--- src/rtl/rca4_serial_add_ctrl.sv ---
// Digit-serial sequencer for a registered 4-bit ripple-carry adder stage.
// Feeds operands one nibble per pass (LSB first) and chains the carry between passes.
module rca4_serial_add_ctrl #(
   parameter int NIBBLES = 4,
   parameter int ADD_LAT = 2
) (
   input  logic                   clk,
   input  logic                   rst,
   input  logic                   start,
   input  logic [4*NIBBLES-1:0]   a_in,
   input  logic [4*NIBBLES-1:0]   b_in,
   input  logic                   cin_in,
   output logic                   busy,
   output logic                   done,
   output logic [4*NIBBLES-1:0]   sum_out,
   output logic                   cout_out,
   output logic [3:0]             add_a,
   output logic [3:0]             add_b,
   output logic                   add_cin,
   input  logic [3:0]             add_s,
   input  logic                   add_cout
);

   localparam int W   = 4 * NIBBLES;
   localparam int IW  = (NIBBLES > 1) ? $clog2(NIBBLES) : 1;
   localparam int WCW = (ADD_LAT > 1) ? $clog2(ADD_LAT) : 1;

   typedef enum logic [2:0] {
      IDLE,
      ISSUE,
      WAIT,
      CAPTURE,
      DONE
   } state_t;

   state_t         state;
   logic [W-1:0]   a_sh;
   logic [W-1:0]   b_sh;
   logic [W-1:0]   sum_sh;
   logic           carry;
   logic [IW-1:0]  idx;
   logic [WCW-1:0] wcnt;

   logic [W-1:0]   a_next;
   logic [W-1:0]   b_next;
   logic [W+3:0]   sum_cat;
   logic [W-1:0]   sum_next;

   // The captured nibble enters at the top so after NIBBLES passes the word is aligned.
   always_comb begin
      a_next   = a_sh >> 4;
      b_next   = b_sh >> 4;
      sum_cat  = {add_s, sum_sh};
      sum_next = sum_cat[W+3:4];
   end

   always_ff @(posedge clk) begin
      if (rst) begin
         state    <= IDLE;
         a_sh     <= '0;
         b_sh     <= '0;
         sum_sh   <= '0;
         carry    <= 1'b0;
         idx      <= '0;
         wcnt     <= '0;
         busy     <= 1'b0;
         done     <= 1'b0;
         sum_out  <= '0;
         cout_out <= 1'b0;
         add_a    <= 4'h0;
         add_b    <= 4'h0;
         add_cin  <= 1'b0;
      end else begin
         done    <= 1'b0;
         add_a   <= 4'h0;
         add_b   <= 4'h0;
         add_cin <= 1'b0;
         case (state)
            IDLE: begin
               if (start) begin
                  a_sh    <= a_in;
                  b_sh    <= b_in;
                  carry   <= cin_in;
                  idx     <= '0;
                  sum_sh  <= '0;
                  add_a   <= a_in[3:0];
                  add_b   <= b_in[3:0];
                  add_cin <= cin_in;
                  busy    <= 1'b1;
                  state   <= ISSUE;
               end
            end
            ISSUE: begin
               if (ADD_LAT == 1) begin
                  state <= CAPTURE;
               end else begin
                  wcnt  <= WCW'(ADD_LAT - 1);
                  state <= WAIT;
               end
            end
            WAIT: begin
               if (wcnt == WCW'(1)) begin
                  state <= CAPTURE;
               end else begin
                  wcnt <= wcnt - WCW'(1);
               end
            end
            CAPTURE: begin
               sum_sh <= sum_next;
               carry  <= add_cout;
               a_sh   <= a_next;
               b_sh   <= b_next;
               idx    <= idx + IW'(1);
               // Adder-port registers are loaded here so they are valid throughout ISSUE.
               if (idx == IW'(NIBBLES - 1)) begin
                  sum_out  <= sum_next;
                  cout_out <= add_cout;
                  done     <= 1'b1;
                  state    <= DONE;
               end else begin
                  add_a   <= a_next[3:0];
                  add_b   <= b_next[3:0];
                  add_cin <= add_cout;
                  state   <= ISSUE;
               end
            end
            DONE: begin
               busy  <= 1'b0;
               state <= IDLE;
            end
            default: begin
               busy  <= 1'b0;
               state <= IDLE;
            end
         endcase
      end
   end

endmodule

--- config.mk ---
export PLATFORM = sky130hd
export DESIGN_NAME = rca4_serial_add_ctrl
export DESIGN_NICKNAME = d
export VERILOG_FILES = /design/src/rtl/rca4_serial_add_ctrl.sv
export SDC_FILE = /design/constraint.sdc
export NUM_CORES = 1
export LEC_CHECK = 0
export CORE_MARGIN = 2
export CORE_UTILIZATION = 39
export DETAILED_ROUTE_END_ITERATION = 12
export PLACE_DENSITY_LB_ADDON = 0.25
export SLEW_MARGIN = 20
export SYNTH_ARGS = -nofsm -noshare
export SYNTH_HDL_FRONTEND = slang
export SYNTH_SLANG_ARGS = --single-unit
--- constraint.sdc ---
create_clock -name clk -period 1.3 [get_ports clk]
set_input_delay 0.13 -clock clk [delete_from_list [all_inputs] [get_ports clk]]
set_output_delay 0.13 -clock clk [all_outputs]
set_load 0.01 [all_outputs]
==> results.md, run 1 <==
Status:
- The flow ran to the end, but the final reports show violations.
- The checks that failed: negative setup slack.

Die:
- The area enclosed by the die boundary is 7380 µm².
- The die is 85.9 µm tall.
- Pin placement for this block handled 69 I/O pins.
- The area inside the core boundary is 6420 µm².
- The horizontal die dimension is 85.9 µm.
- The initialized floorplan defines 29 standard-cell rows.
- Once the floorplan was initialized, standard cells occupied 40.7% of the core.

GRT:
- In the global route stage, met2 resource usage came out at 25.7%.
- The most used routing layer is met2.
- The number of antenna violations at the first check in global routing is 0.
- Global routing finished with a remaining overflow of 0.
- For met1 alone, demand over resource in global routing was 24.7%.
- The via count of the first global-routing pass is 2,121.
- The wire length of the first global-routing pass is 10,300 µm.
- Global routing consumed, on the met3 layer, 5.39% of the routing resources.
- Global routing used 17.5% of the available tracks.
- The pin count of the biggest net entering global routing is 34.

Worst setup path:
- The critical path required time is 1.53 ns.
- The sort of element at the start of the critical path is a flip-flop.
- The instance count on the critical path is 5.
- On the worst path, the slowest cell contributes a delay of 0.50 ns.
- The worst reg-to-reg path cell count is 5.
- The highest-delay cell along the critical path is or4b_4.
- The critical path capture point is b_sh[5].
- The critical register-to-register path startpoint is state[1].
- In this run the worst path has a maximum fanout of 24.
- The classification of the worst setup path is reg2reg.
- The worst-case register-to-register setup slack is -0.14 ns.
- The sum of buffers and inverters on the critical path is 2.
- The worst setup path is captured at a flip-flop.
- The critical path starts at state[1].
- The worst register-to-register path ends at b_sh[5].
- Grouping stages by cell kind, the critical path spends the most delay in simple AND/OR/NAND/NOR gates.
- Walking the worst path, the cells encountered are buf_4, or4b_4, buf_12, nand2_1, a31oi_1.
- Data on the critical path arrives at its endpoint at 1.66 ns.

Synthesis:
- The synthesized design spends more area on one cell type than any other, namely dfxtp_1.
- The synthesized netlist occupies a cell area of 2620 µm².
- The sequential share of the synthesized area is 53.6%.
- The top-area cell type share of the netlist area is 53.6%.
- Averaged over all synthesized cells, the footprint is 8.87 µm².
- The post-synthesis share of cell area spent on xor and xnor gates is 0.335%.
- After synthesis, the cell types taking the most area are dfxtp_1 (54%), nand2_1 (12%), a32o_2 (5.6%), a21oi_1 (5.0%), a31oi_1 (3.8%).
- The compound-gate portion of the synthesized area is 21.6%.
- During synthesis, Yosys emitted a total of 0 warnings.
- Yosys mapped the design onto 34 distinct sky130hd cell types.
- The adder-cell area share of the yosys netlist is 0.956%.
- The mux share of post-synthesis cell area is 0%.
- The main combinational cell family by area after synthesis is compound AO/OA/AOI/OAI gates.
- The synthesized netlist devotes 18.8% of its cell area to simple gates.
- The post-synthesis register bit count is 70.
- Synthesis handed over a netlist of 295 instances.
- The net count after synthesis is 338.

Timing:
- For the final routed database, the setup TNS stands at -3.85 ns.
- At the pin with the least slew margin, the transition time is 0.463 ns.
- The smallest clock period supported by the final layout is computed as 1.44 ns.
- The post-route clock skew is 0.00877 ns.
- The final setup slack of the worst path is -0.136 ns.
- The count of pins over their slew limit is 0.
- The number of hold violations in the final report was 0.
- In the finished design, the share of the clock period the worst path needs comes to 110%.
- Setup repair after global routing could not meet its margin everywhere.
- Setup violations remaining at the end of the flow were counted as 37.
- Derived from the worst setup path, the maximum achievable clock frequency is 0.697 GHz.
- The headroom to the max-slew limit is 69.1%.

Clocking:
- The number of clock sinks is 70.
- Clock-pin slew was measured on the worst setup and hold paths at 0.07 ns.
- The number of buffers created by CTS is 9.
- Hold repair after CTS inserted 0 buffers.
- TritonCTS built the clock tree.
- The maximum number of buffers from clock root to sink is 2.
- The H-tree generated during clock tree synthesis spans 3 levels.
- The clock latency on the worst-skew pair is 0.34 ns.
- In this run the clock root is driven by a clkbuf_8.

Final layout:
- Cells with a size suffix above 1 make up 15.8% of the layout.
- At the end of the flow, the number of nets in the layout was 413.
- At the end of the flow the core is filled with cells to 58.0%.
- The layout-stage area growth over the synthesis result is 42.5%.
- The count of cells in the finished layout, fillers not included, comes to 451.
- The number of diodes is 0.

Power:
- The power density over the cells is 1330 nW/µm².
- The highest ir drop seen on vdd is 0.518 mV.
- The standby leakage power is 1.57 nW.
- The total chip power is 4.94 mW.

Detailed routing:
- Dividing the detail-routed wire length by the instance count gives 13.5 µm.
- The number of design-rule violations left by the first detailed-router iteration is 172.
- The count of antenna-violating nets left after detailed routing is 0.
- The total wire length is 6100 µm.
- The count of unresolved DRC violations after routing is 0.
- The overall via count from detail_route is 2,292.
- The mean number of vias per cell is 5.08.
- The number of optimization iterations in the first detailed-route pass is 4.

Placed design:
- After legalization and detailed placement, the total HPWL measured 4010 µm.
- Input and output buffers added on the ports amount to 68.
- At the placement stage, the worst setup path has a slack of -0.454 ns.
- The instance count after placement with tap cells included is 433.
- The placer's final routability congestion estimate is 0.801.

Min path:
- The path class of the tightest hold or removal check is in2reg.

Job:
- The max-cap violation count is 0.
routing by layer:
layer / vias to the layer above / part of all wire (%)
li1: 1190 / -
met1: 1038 / 50
met2: 59 / 43
met4: 0 / 0.97
met5: - / 0
met3: 5 / 5.8
worst min path at each step:
stage | from | end | slack [ns] | cells after the start
after CTS | b_in[13] | b_sh[13] | 0.33 | 3
after floorplan | rst | state[0] | 0.22 | 1
after global placement | a_sh[13] | a_sh[13] | 0.44 | 2
final | b_in[15] | b_sh[15] | 0.35 | 3
after detailed placement | a_sh[12] | a_sh[12] | 0.44 | 2
after global routing | b_in[15] | b_sh[15] | 0.35 | 3
cell usage after synthesis:
cell type and instances:
a21oi_1 26, nor2_2 1, nor2b_2 1, a2111oi_0 2, xnor2_1 1, and2_1 1
inv_2 1, a31oi_1 16, nor2b_1 1, and4b_1 1, o21ai_0 16, nand2b_1 1
a22oi_1 9, nand3b_1 1, nand2_1 85, dfxtp_1 70, a32o_2 13, buf_2 10
buf_6 1, nor4b_4 1, a21boi_0 1, or4b_1 1, o21a_1 1, ha_1 2
nor4bb_1 1, nor3_1 2, a21o_1 1, nand3_1 1, buf_4 3, clkbuf_1 9
nor2_1 12, inv_1 1, or3b_1 1, nand4b_1 1
logic make-up after synthesis:
group / after synthesis
buf+inv: 25
simple gates: 112
fa+ha+maj: 2
flops: 70
compound gates: 85
xor+xnor: 1
state kept, by name, summed over array words and instances, names as in the netlist:
register and flops:
sum_out 16, add_cin 1, sum_sh 12, state 3, b_sh 12, busy 1, cout_out 1, add_b 4
done 1, add_a 4, idx 2, wcnt 1, a_sh 12
cell type report:
class	count	area, µm²
Clock buffer	11	141
Clock inverter	4	47.5
Fill cell	573	2700
Inverter	2	7.51
Multi-Input combinational cell	200	1130
Sequential cell	70	1410
Tap cell	77	96.3
Timing Repair Buffer	87	896
metrics by stage:
step,hold slack (ns),cell area [µm²]
6_report,0.346,3730
3_5_place_dp,0.444,3450
2_1_floorplan,0.220,2630
3_3_place_gp,0.441,3450
4_1_cts,0.331,3670
5_1_grt,0.347,3730
power by group:
group	switching, mW	internal [mW]	leakage (nW)
clock network	0.773	0.922	0.0952
logic	0.441	0.429	0.904
registers	0.0734	2.30	0.571
total	1.29	3.65	1.57
layout by cell type (no fill, tap or decap), types with 2 or more instances in the layout:
cell type        netlist  layout
nand2_1               85      84
dfxtp_1               70      67
clkdlybuf4s50_1        0      40
dlygate4sd2_1          0      28
a21oi_1               26      26
a31oi_1               16      16
o21ai_0               16      15
a32o_2                13      13
nor2_1                12      12
clkbuf_8               0      10
buf_4                  3      10
a22oi_1                9       7
buf_12                 0       6
dfxtp_2                0       3
nor3_1                 2       2
a22oi_2                0       2
a2111oi_1              0       2
clkinv_2               0       2
buf_6                  1       2
worst min-delay path: cells and delay by family:
kind                   cells  cell delay (ns)
AND/OR/NAND/NOR            1             0.06
buffers and inverters      1             0.40
AO/OA/AOI/OAI              1             0.05
what timing repair did:
action / CTS / global route
setup endpoints to repair: 67 / 65
endpoints found under the hold margin: 0 / 0
gates cloned: 1 / 0
buffers inserted: 1 / 1
pin swaps: 1 / 1
resized for setup: 37 / 10
(Power assumes the default switching activity.)
==> run 2, diff against run 1 <==
- GPL_TIMING_DRIVEN: default -> 0
==> run 2 against run 1 <==
  * Critical path depth down 1
  * Power up 7.0%
  * The flow still finishes with violations (negative setup slack)
  * Sequential share of layout area down 1.7 points
  * Largest power group unchanged
  * Flip-flop and latch count unchanged
  * First-iteration DRC count down 30%
  * Combinational power up 24%
==> results.md, run 2 (synthesized netlist as in run 1, its figures left out) <==
Status:
- The flow ran to the end, but the final reports show violations.
- The final reports fail on negative setup slack.

Clocking:
- The clock latency on the worst-skew pair is 0.33 ns (about the same).
- TritonCTS built the clock tree.
- The hold buffer count at cts is 0 (unchanged).
- The number of clock sinks is 70 (unchanged).
- The maximum number of buffers from clock root to sink is 2 (unchanged).
- The number of levels the H-tree was split into is 3 (unchanged).
- The number of buffers created by CTS is 9 (unchanged).
- The root cell of the clock tree is clkbuf_8.
- The clock-pin slew on the worst setup and hold paths came to 0.07 ns (about the same).

Final layout:
- The most common cell after layout, fill and taps aside is nand2_1.
- The number of fillers in the final layout is 579 (+1.0%).
- The number of diodes is 0 (unchanged).
- Leaving out fill and tap cells, the most frequent cells in the layout are nand2_1 (72), dfxtp_1 (66), clkdlybuf4s50_1 (40).
- The utilization after layout is 61.1% (+3.0 points).
- The number of nets in the final layout is 432 (+4.6%).
- The number of flip-flops in the largest register came to 16 (unchanged).
- Ranked by flip-flop count, first place goes to sum_out.
- The area growth from synthesis to layout is 49.9%.
- The share of layout cells above drive strength 1 is 24.2% (+8.5 points).

Timing:
- The final setup TNS was -4.03 ns (-0.179 ns).
- The headroom to the max-slew limit was 63.7% (-5.4 points).
- The highest attainable clock frequency came to 0.691 GHz (-0.75%).
- The final critical path time including I/O delays and setup is 1.45 ns (+0.0109 ns).
- Setup repair after global routing could not meet its margin everywhere.
- The final setup slack of the worst path is -0.146 ns (-0.0109 ns).
- The count of pins over their slew limit is 0 (unchanged).
- The number of hold violations in the final report is 0 (unchanged).
- The slew at the pin closest to its max-slew limit is 0.544 ns (+0.0810 ns).
- The final worst-path cycle share is 111% (+0.84 points).
- The post-route clock skew is 0.00820 ns (-0.000568 ns).
- The number of setup violations in the final report is 40 (+8.1%).

Power:
- The power density over the cells is 1350 nW/µm² (+1.7%).
- The standby leakage power is 1.65 nW (+5.1%).
- The highest ir drop seen on vdd is 0.658 mV (+27%).

Min path:
- The classification of the worst-slack hold path is in2reg.

Worst setup path:
- The longest individual stage delay on the worst path came to 0.38 ns (-0.12 ns).
- The largest fanout on the critical path was 5 (-79%).
- The critical path required time was 1.52 ns (about the same).
- The data arrival time of the critical path is 1.67 ns (about the same).
- STA classifies the critical path endpoint as a flip-flop.
- The worst setup path is launched from a flip-flop.
- The critical path goes through or3b_4, a21o_4, buf_6, a32o_2.
- The classification of the worst setup path is reg2reg.
- On the critical path, the stage with the largest delay is an instance of or3b_4.

Detailed routing:
- The average routed wire per standard cell is 14.3 µm (+5.4%).
- The number of design-rule violations left by the first detailed-router iteration is 120 (-30%).
- The total wire length came to 6690 µm (+9.6%).
- The mean number of vias per cell is 5.14 (+1.1%).
- The number of optimization iterations in the first detailed-route pass is 4 (unchanged).
- The overall via count from detail_route is 2,410 (+5.1%).
- The count of antenna-violating nets left after detailed routing is 0 (unchanged).
- The count of unresolved DRC violations after routing came to 0 (unchanged).

Die:
- The horizontal die dimension was 85.9 µm (unchanged).
- The initial core utilization was 40.7% (unchanged).
- The area inside the core boundary is 6420 µm² (unchanged).
- The die span in y was 85.9 µm (unchanged).
- The area enclosed by the die boundary is 7380 µm² (unchanged).
- The cell row count came to 29 (unchanged).
- The count of pins on the block boundary is 69 (unchanged).

Placed design:
- The HPWL reported at the end of detailed placement came to 4390 µm (+9.6%).
- The worst slack at placement is -0.505 ns (-0.0514 ns).
- The placer's final routability congestion estimate was 0.794 (-0.91%).
- The total of buffers placed on input and output ports is 68 (unchanged).

GRT:
- The wire length of the first global-routing pass is 11,000 µm (+6.8%).
- The via count of the first global-routing pass is 2,379 (+12%).
- The total global-route track usage is 18.6% (+1.2 points).
- The final global-route overflow total is 0 (unchanged).
- The pin count of the biggest net entering global routing is 12 (-65%).
- The number of antenna violations at the first check in global routing is 0 (unchanged).

Job:
- The max-cap violation count came to 0 (unchanged).
[run 2: worst max-delay path, delay by kind of cell, from the launching register on]
family | cells | cell delay (ns)
flops | 1 | 0.36
compound gates | 2 | 0.47
buf+inv | 1 | 0.13
simple gates | 1 | 0.38
[run 2: final timing paths]
| path | cells after the start | startpoint | slack [ns] | end |
|---|---|---|---|---|
| setup / recovery | 4 | state[1] | -0.15 | sum_sh[7] |
| hold / removal | 3 | b_in[14] | 0.35 | b_sh[14] |
| setup reg to reg | 4 | state[1] | -0.15 | sum_sh[7] |
| hold reg to reg | 2 | sum_out[12] | 0.45 | sum_out[12] |
[run 2: per-layer routing]
layer | global-route usage [%] | up-vias | part of all wire (%)
li1 | - | 1222 | -
met1 | 24.7 | 1121 | 47
met2 | 28.7 | 63 | 46
met3 | 7.22 | 4 | 5.6
met4 | 4.47 | 0 | 0.60
met5 | 0 | - | 0
[run 2: stage by stage]
stage / hold slack, ns / instances / area (µm²) / total power [mW]
after floorplan: 0.220 / 295 / 2630 / 2.91
after global placement: 0.442 / 440 / 3410 / 3.22
after detailed placement: 0.448 / 440 / 3410 / 3.24
after CTS: 0.341 / 463 / 3730 / 5.16
after global routing: 0.347 / 469 / 3920 / 5.54
final: 0.350 / 469 / 3920 / 5.29
[run 2: timing repair]
| action | CTS | global route |
|---|---|---|
| pin swaps | 8 | 19 |
| endpoints found under the hold margin | 0 | 0 |
| setup endpoints to repair | 93 | 65 |
| gates resized for setup | 58 | 48 |
| cloned | 3 | 3 |
| buffers inserted | 6 | 4 |
[run 2: final cells by class]
| type | instances | area, µm² | share of cell area [%] |
|---|---|---|---|
| Sequential cell | 70 | 1410 | 36.0 |
| Clock buffer | 10 | 128 | 3.25 |
| Inverter | 2 | 7.51 | 0.191 |
| Buffer | 22 | 198 | 5.04 |
| Timing Repair Buffer | 84 | 790 | 20.1 |
| Tap cell | 77 | 96.3 | 2.46 |
| Clock inverter | 4 | 73.8 | 1.88 |
| Multi-Input combinational cell | 200 | 1220 | 31.0 |
[run 2: where the power goes]
group | switching, mW | internal, mW | total, mW
sequential | 0.0983 | 2.30 | 2.40
combinational | 0.512 | 0.567 | 1.08
clock | 0.749 | 1.06 | 1.81
total | 1.36 | 3.93 | 5.29
